$ cat src/rtl/bram_wr_arbiter.sv
`default_nettype none
// ============================================================================
// Module   : bram_wr_arbiter
// Purpose  : Round-robin burst arbiter that shares the port A write side of
//            the dual-clock block memory between two burst writers. It
//            generates sequential burst addresses and registers the memory
//            strobes, so a beat accepted in cycle t is written in cycle t+1.
// Ports    : clk_30mhz, reset        - write-domain clock, sync active-high reset
//            locked                  - clock lock; low halts and flushes to idle
//            reqN_valid/addr/data/last, reqN_ready
//                                    - burst writer N (valid/ready handshake,
//                                      addr sampled on first beat only)
//            bram_en/we/addr/din     - registered port A strobes
//            grant, busy             - one-hot current owner, owner present
// Revision : 1.0 - initial release
// ============================================================================
module bram_wr_arbiter #(
  parameter int ADDR_W    = 10,
  parameter int DATA_W    = 32,
  parameter int MAX_BURST = 16
) (
  input  logic              clk_30mhz,
  input  logic              reset,
  input  logic              locked,
  input  logic              req0_valid,
  input  logic [ADDR_W-1:0] req0_addr,
  input  logic [DATA_W-1:0] req0_data,
  input  logic              req0_last,
  output logic              req0_ready,
  input  logic              req1_valid,
  input  logic [ADDR_W-1:0] req1_addr,
  input  logic [DATA_W-1:0] req1_data,
  input  logic              req1_last,
  output logic              req1_ready,
  output logic              bram_en,
  output logic              bram_we,
  output logic [ADDR_W-1:0] bram_addr,
  output logic [DATA_W-1:0] bram_din,
  output logic [1:0]        grant,
  output logic              busy
);

  typedef enum logic [1:0] {
    S_IDLE = 2'd0,
    S_OWN0 = 2'd1,
    S_OWN1 = 2'd2
  } state_t;

  // Beat counter wide enough for MAX_BURST up to 256.
  localparam logic [8:0] C_CNT_LAST = 9'(MAX_BURST - 1);

  state_t              state_q, state_d;
  logic                rr_last_q, rr_last_d;
  logic [8:0]          beat_cnt_q, beat_cnt_d;
  logic                en_q, en_d;
  logic [ADDR_W-1:0]   addr_q, addr_d;
  logic [DATA_W-1:0]   din_q, din_d;

  logic                w_acc;
  logic                w_own_last;
  logic [ADDR_W-1:0]   w_own_addr;
  logic [DATA_W-1:0]   w_own_data;

  // Ready is purely a function of ownership and lock so a lock loss stops
  // acceptance in the same cycle it is seen.
  assign req0_ready = locked && (state_q == S_OWN0);
  assign req1_ready = locked && (state_q == S_OWN1);

  assign w_acc      = (req0_valid && req0_ready) || (req1_valid && req1_ready);
  assign w_own_last = (state_q == S_OWN1) ? req1_last : req0_last;
  assign w_own_addr = (state_q == S_OWN1) ? req1_addr : req0_addr;
  assign w_own_data = (state_q == S_OWN1) ? req1_data : req0_data;

  always_comb begin
    state_d    = state_q;
    rr_last_d  = rr_last_q;
    beat_cnt_d = beat_cnt_q;
    en_d       = 1'b0;
    addr_d     = addr_q;
    din_d      = din_q;

    case (state_q)
      S_IDLE: begin
        beat_cnt_d = '0;
        // On a tie the requester that did not own last wins.
        if (req0_valid && (!req1_valid || rr_last_q)) begin
          state_d = S_OWN0;
        end else if (req1_valid) begin
          state_d = S_OWN1;
        end
      end
      S_OWN0, S_OWN1: begin
        if (w_acc) begin
          en_d   = 1'b1;
          din_d  = w_own_data;
          // First beat of a grant takes the requester's address; later beats
          // step from the last written address, wrapping at the top.
          addr_d = (beat_cnt_q == '0) ? w_own_addr
                                      : addr_q + {{(ADDR_W-1){1'b0}}, 1'b1};
          if (w_own_last || (beat_cnt_q == C_CNT_LAST)) begin
            state_d    = S_IDLE;
            rr_last_d  = (state_q == S_OWN1);
            beat_cnt_d = '0;
          end else begin
            beat_cnt_d = beat_cnt_q + 9'd1;
          end
        end
      end
      default: begin
        state_d = S_IDLE;
      end
    endcase
  end

  // A beat registered before lock loss is still written, because the flush
  // only takes effect at the edge where locked is sampled low.
  always_ff @(posedge clk_30mhz) begin
    if (reset || !locked) begin
      state_q    <= S_IDLE;
      rr_last_q  <= 1'b1;
      beat_cnt_q <= '0;
      en_q       <= 1'b0;
      addr_q     <= '0;
      din_q      <= '0;
    end else begin
      state_q    <= state_d;
      rr_last_q  <= rr_last_d;
      beat_cnt_q <= beat_cnt_d;
      en_q       <= en_d;
      addr_q     <= addr_d;
      din_q      <= din_d;
    end
  end

  assign bram_en   = en_q;
  assign bram_we   = en_q;
  assign bram_addr = addr_q;
  assign bram_din  = din_q;
  assign grant     = {state_q == S_OWN1, state_q == S_OWN0};
  assign busy      = (state_q != S_IDLE);

endmodule
`default_nettype wire

$ cat config.mk
export PLATFORM = sky130hd
export DESIGN_NAME = bram_wr_arbiter
export DESIGN_NICKNAME = d
export VERILOG_FILES = /design/src/rtl/bram_wr_arbiter.sv
export SDC_FILE = /design/constraint.sdc
export NUM_CORES = 1
export LEC_CHECK = 0
export ABC_AREA = 0
export CORE_MARGIN = 2
export CORE_UTILIZATION = 41
export DETAILED_ROUTE_END_ITERATION = 8
export GPL_ROUTABILITY_DRIVEN = 0
export PLACE_DENSITY = 0.77
export SETUP_SLACK_MARGIN = 0.15
export SLEW_MARGIN = 5
export SYNTH_ARGS = -nofsm -noshare
export SYNTH_HDL_FRONTEND = slang
export SYNTH_SLANG_ARGS = --single-unit
$ cat constraint.sdc
create_clock -name clk_30mhz -period 2.28 [get_ports clk_30mhz]
set_input_delay 0.342 -clock clk_30mhz [delete_from_list [all_inputs] [get_ports clk_30mhz]]
set_output_delay 0.342 -clock clk_30mhz [all_outputs]
set_load 0.1 [all_outputs]
[Word-level counts from Yosys, hierarchy flattened]
Cells that the tools add are included.
Word-level totals
  register bits after elaboration: 55
  bits of input ports: 91
  word-level logic and storage cells: 49
Operators by class
  add/subtract/negate cells: 2
  equal/unequal tests: 6
  mux-type cells: 13
  bitwise operators: 1
  reduce and logical (&&, ||, !) cells: 21
Operator list (count)
  32-bit two-way mux: 1
  10-bit two-way mux: 2
  9-bit two-way mux: 2
  9-bit case mux with 2 select lines: 1
  10-bit by 1-bit adder with 10-bit output (second input constant): 1
  9-bit by 1-bit adder with 9-bit output (second input constant): 1
  9-bit by 4-bit == test with 1-bit output (second input constant): 1
  9-bit logical NOT: 1
  2-bit two-way mux: 4
  3-bit AND reduction: 2
  1-bit logical AND: 5
  1-bit logical OR: 4
  2-bit != test (second input constant): 2
  2-bit case mux with 2 select lines: 1
  2-bit AND reduction: 2
  2-bit nonzero test: 2
  2-bit OR reduction: 2
  3-bit != test (second input constant): 1
  2-bit by 1-bit == test with 1-bit output (second input constant): 1
  2-bit == test (second input constant): 1
  1-bit logical NOT: 2
  2-bit logical NOT: 1
  1-bit two-way mux: 2
  1-bit NOT: 1

[Depth between registers and ports, before layout]
  depth after elaboration: 6
  gate-level depth with buffers: 9
  depth with buffers taken out: 6

[Worst setup path before layout]
No wires, ideal clock.
  kind: flip-flop to output port
  from: register state_q[0]
  to: output port req1_ready
  arrival: 2730 ps
  data required time: 1938 ps
  setup slack: -792 ps
  stages on the path, launching flop included: 6
  path buffers: 2
  cells stage by stage: dfxtp_1 -> inv_1 -> ha_1 -> buf_4 -> buf_1 -> and2_1
On the way
  word-level cells in the longest chain between the ends: 2
Ends and longest elaborated chain
  start, declared: RTL line 52  | state_t state_q, state_d;
  start signal, assigned: RTL line 126  | state_q <= state_d;
  2-bit == test
  via grant[1]: RTL line 39  | output logic [1:0] grant,
  1-bit logical AND: RTL line 67  | assign req1_ready = locked && (state_q == S_OWN1);
  end, declared: RTL line 34  | output logic req1_ready,
The timed path passes the listed nets, and every way through them passes these cells.

[Worst setup path in the final report]
  from: register state_q[0]
  to: register beat_cnt_q[8]
On the way
  word-level cells in the longest chain between the ends: 6
  elaborated cells on any way between the ends: 17
  classes of those cells: eq/ne (3); mux (4); reduce/logical (10)
Ends and longest elaborated chain
  2-bit == test / 2-bit by 1-bit == test with 1-bit output (equally long branches)
  1-bit two-way mux (tied with other cells): RTL line 70  | assign w_own_last = (state_q == S_OWN1) ? req1_last : req0_last;
  1-bit logical OR / 1-bit logical AND (equally long branches): RTL line 100, 69
  9-bit two-way mux / 1-bit logical OR (equally long branches): RTL line 100, 69
  9-bit two-way mux / 2-bit != test (equally long branches)
  9-bit case mux with 2 select lines / 2-bit AND reduction (equally long branches)
  end signal, assigned: RTL line 128  | beat_cnt_q <= beat_cnt_d;
  end, declared: RTL line 54  | logic [8:0] beat_cnt_q, beat_cnt_d;
Parallel ways exist; a longest one is shown, timed or not. The select of a mux whose other input is x is not followed.
A chain may end at the register's enable or synchronous reset.

==> out/qor.txt <==
Status: completed
Initial cell density of the core: 41.7%
Cell Pwr Density: 431 mW/mm^2
Worst reg-to-reg path cell count: 6
Largest net degree at the start of global routing: 37
Worst Hold Depth: 2
Post-synthesis sequential area ratio: 36.8%
Setup Fix Bufs, Post-CTS: 0
Hold_sp: bram_addr[5]$_SDFFE_PP0P_
Core ar.: 0.00718 mm^2
WP buf/inv: 1
Setup tns final: 0 ps
Fmax: 0.500 GHz
CTS buffer count: 5
Final setup viols: 0
Synthesized flop and latch total: 55
Ys async rst share: 0%
FF-to-FF setup slack: 280 ps
Initial antenna violation count: 0
# clock sinks: 55
Vias in the first global route: 2772
Critical R2R Launch: state_q[0]$_SDFFE_PP0P_
CTS tree: done
WS Path Type: flip-flop to flip-flop
Syn Inst Count: 334
Layout cells sized above 1: 20.1%
Post-DP HPWL: 6.44 mm
Commonest non-fill, non-tap cell in the layout: clkdlybuf4s50_1
Sw Share: 27.4%
Worst EP required: 2520 ps
CP peak stage delay: 530 ps
Number of port buffers: 139
Clock power share: 29.4%
Pint: 1.41 mW
Final wirelength: 8.32 mm
Final worst-path cycle share: 87.8%
Peak VDD IR: 0.000266 V
Crit-path slowest cell: or4_1
Top_reg_cell synth: dfxtp_1
Final Hold Fails: 0
Ys Warns: 0
Global-route wire length before repair: 12.6 mm
Root Buffer: clkbuf_8
Tmin final: 2000 ps
Fillers: 611
Number of flops mapped to enable cells by yosys: 0
Cell Rows: 31
Die area: 0.00799 mm^2
Synth cell types: 48
Chip height: 89.4 um
Commonest cells after routing, fill and taps aside: 90 x clkdlybuf4s50_1, 54 x buf_4, 49 x dfxtp_1
# H-tree levels: 2
Number of diodes: 0
Startpoint Class: flip-flop
Worst-margin pin slew: 583 ps
Avg Cell Area, Syn: 8.95 um^2
Clk buf depth: 2
Cells along the critical path: inv_1 > ha_4 > a22o_1 > a21oi_2 > or4_1 > a21oi_1
Worst setup EP type: flip-flop
DR iter-0 viols: 103
Critical path arrival: 2240 ps
Fin util: 63.0%
DP Cell Count: 558
Reg-to-Reg End: beat_cnt_q[8]$_SDFFE_PP0P_
LEAKAGE: 1.59 nW
Cell family with most CP delay: compound AO/OA/AOI/OAI gates
Hold crit path type: flip-flop to flip-flop
GRT Util Overall: 19.7%
DRT antenna net count: 0
Clk_skew: 5.89 ps
Max_cap viols: 0
Logic pwr share: 20.9%
Average wire per standard cell: 14.7 um
DRT Pass-1 Iters: 4
Net Count, Synth: 431
Hold-critical path endpoint: bram_addr[5]$_SDFFE_PP0P_
Sequential group share of total power: 49.7%
DR vias/cell: 5.27
Final #Nets: 563
Die X: 89.4 um
Clk_lat worst skew: 310 ps
Non-Filler Instances: 566
Pins over their slew limit: 0
Area grow syn2layout: 51.1%
RSZ-0062 raised after global routing: no
Switching power: 535 uW
Io pins: 140
CP max FO: 16
Total gr overflow: 0
Mapped cell area: 0.00299 mm^2
Residual DRC: 0
Clock-pin slew on the worst setup and hold paths: 100 ps
DR vias: 2985
Slew headroom: 61.1%
==> layout make-up <==
type | instances | area, um^2 | share of cell area (%)
Clock buffer | 5 | 68.8 | 1.52
Clock inverter | 3 | 27.5 | 0.609
Inverter | 10 | 37.5 | 0.831
Multi-Input combinational cell | 245 | 1750 | 38.6
Sequential cell | 55 | 1110 | 24.5
Tap cell | 99 | 124 | 2.74
Timing Repair Buffer | 149 | 1410 | 31.1
==> Yosys cell counts (5+ instances only) <==
cell type  count  area share [%]
ha_1           6             2.5
or3_1          5             1.0
o31ai_1        7             1.8
inv_1         10             1.3
dfxtp_1       55              37
a211oi_1      32             8.0
o21ai_0       13             2.2
nand2_1       11             1.4
nor2_1        38             4.8
a21oi_1       23             3.8
clkbuf_1       9             1.1
buf_2          7             1.2
nand3_1       15             2.5
mux2i_1       43              14
==> how the worst max path moves through the flow <==
stage,startpoint,cells past startpoint,to
6_report,state_q[0]$_SDFFE_PP0P_,6,beat_cnt_q[8]$_SDFFE_PP0P_
5_1_grt,state_q[0]$_SDFFE_PP0P_,6,beat_cnt_q[8]$_SDFFE_PP0P_
4_1_cts,state_q[0]$_SDFFE_PP0P_,7,bram_din[25]$_SDFFE_PP0P_
3_5_place_dp,req1_valid,6,bram_din[27]$_SDFFE_PP0P_
3_3_place_gp,req1_valid,6,bram_din[10]$_SDFFE_PP0P_
2_1_floorplan,state_q[0]$_SDFFE_PP0P_,5,req1_ready
==> routing by layer <==
layer	routed length (um)	up-vias	track usage [%]	share of wire, %
met1	3530	1380	24.5	42
met5	0	-	0	0
li1	-	1507	-	-
met2	4200	87	34.8	51
met4	125	0	6.65	1.5
met3	459	11	2.95	5.5
==> state kept, by name, indices dropped and copies added (netlist names) <==
signal      count
bram_din       32
bram_addr      10
beat_cnt_q      9
state_q         2
bram_en         1
rr_last_q       1
==> worst min-delay path: stages (launching register included) <==
cell and delay (ps):
dfxtp_2 350, inv_1 60, a221oi_2 50
==> cell families after synthesis <==
family / after synthesis / synth area share (%)
adder cells (fa/ha/maj): 6 / 2.51
buffers and inverters: 34 / 5.56
AO/OA/AOI/OAI: 95 / 22.3
flip-flops: 55 / 36.8
multiplexers: 45 / 15.1
AND/OR/NAND/NOR: 99 / 17.7
==> power by group through the flow <==
stage	combinational [mW]	clock [mW]	sequential, mW
after detailed placement	0.407	0	0.990
after global routing	0.436	0.622	0.969
after CTS	0.410	0.590	0.968
final	0.408	0.572	0.968
after floorplan	0.185	0	1.01
after global placement	0.404	0	0.990
==> through the flow <==
stage,worst slack [ps],instance area [um^2],hold WS [ps],power [mW]
global route,152,4520,519,2.03
global placement,205,4420,471,1.39
detailed placement,119,4420,480,1.40
finish,279,4520,496,1.95
CTS,198,4520,494,1.97
floorplan,105,3020,458,1.19
==> repair_timing <==
action                     CTS  global route
setup endpoints to repair    0            29
gates resized for setup      0             1
hold buffers                 0             0
(Power assumes the default switching activity.)
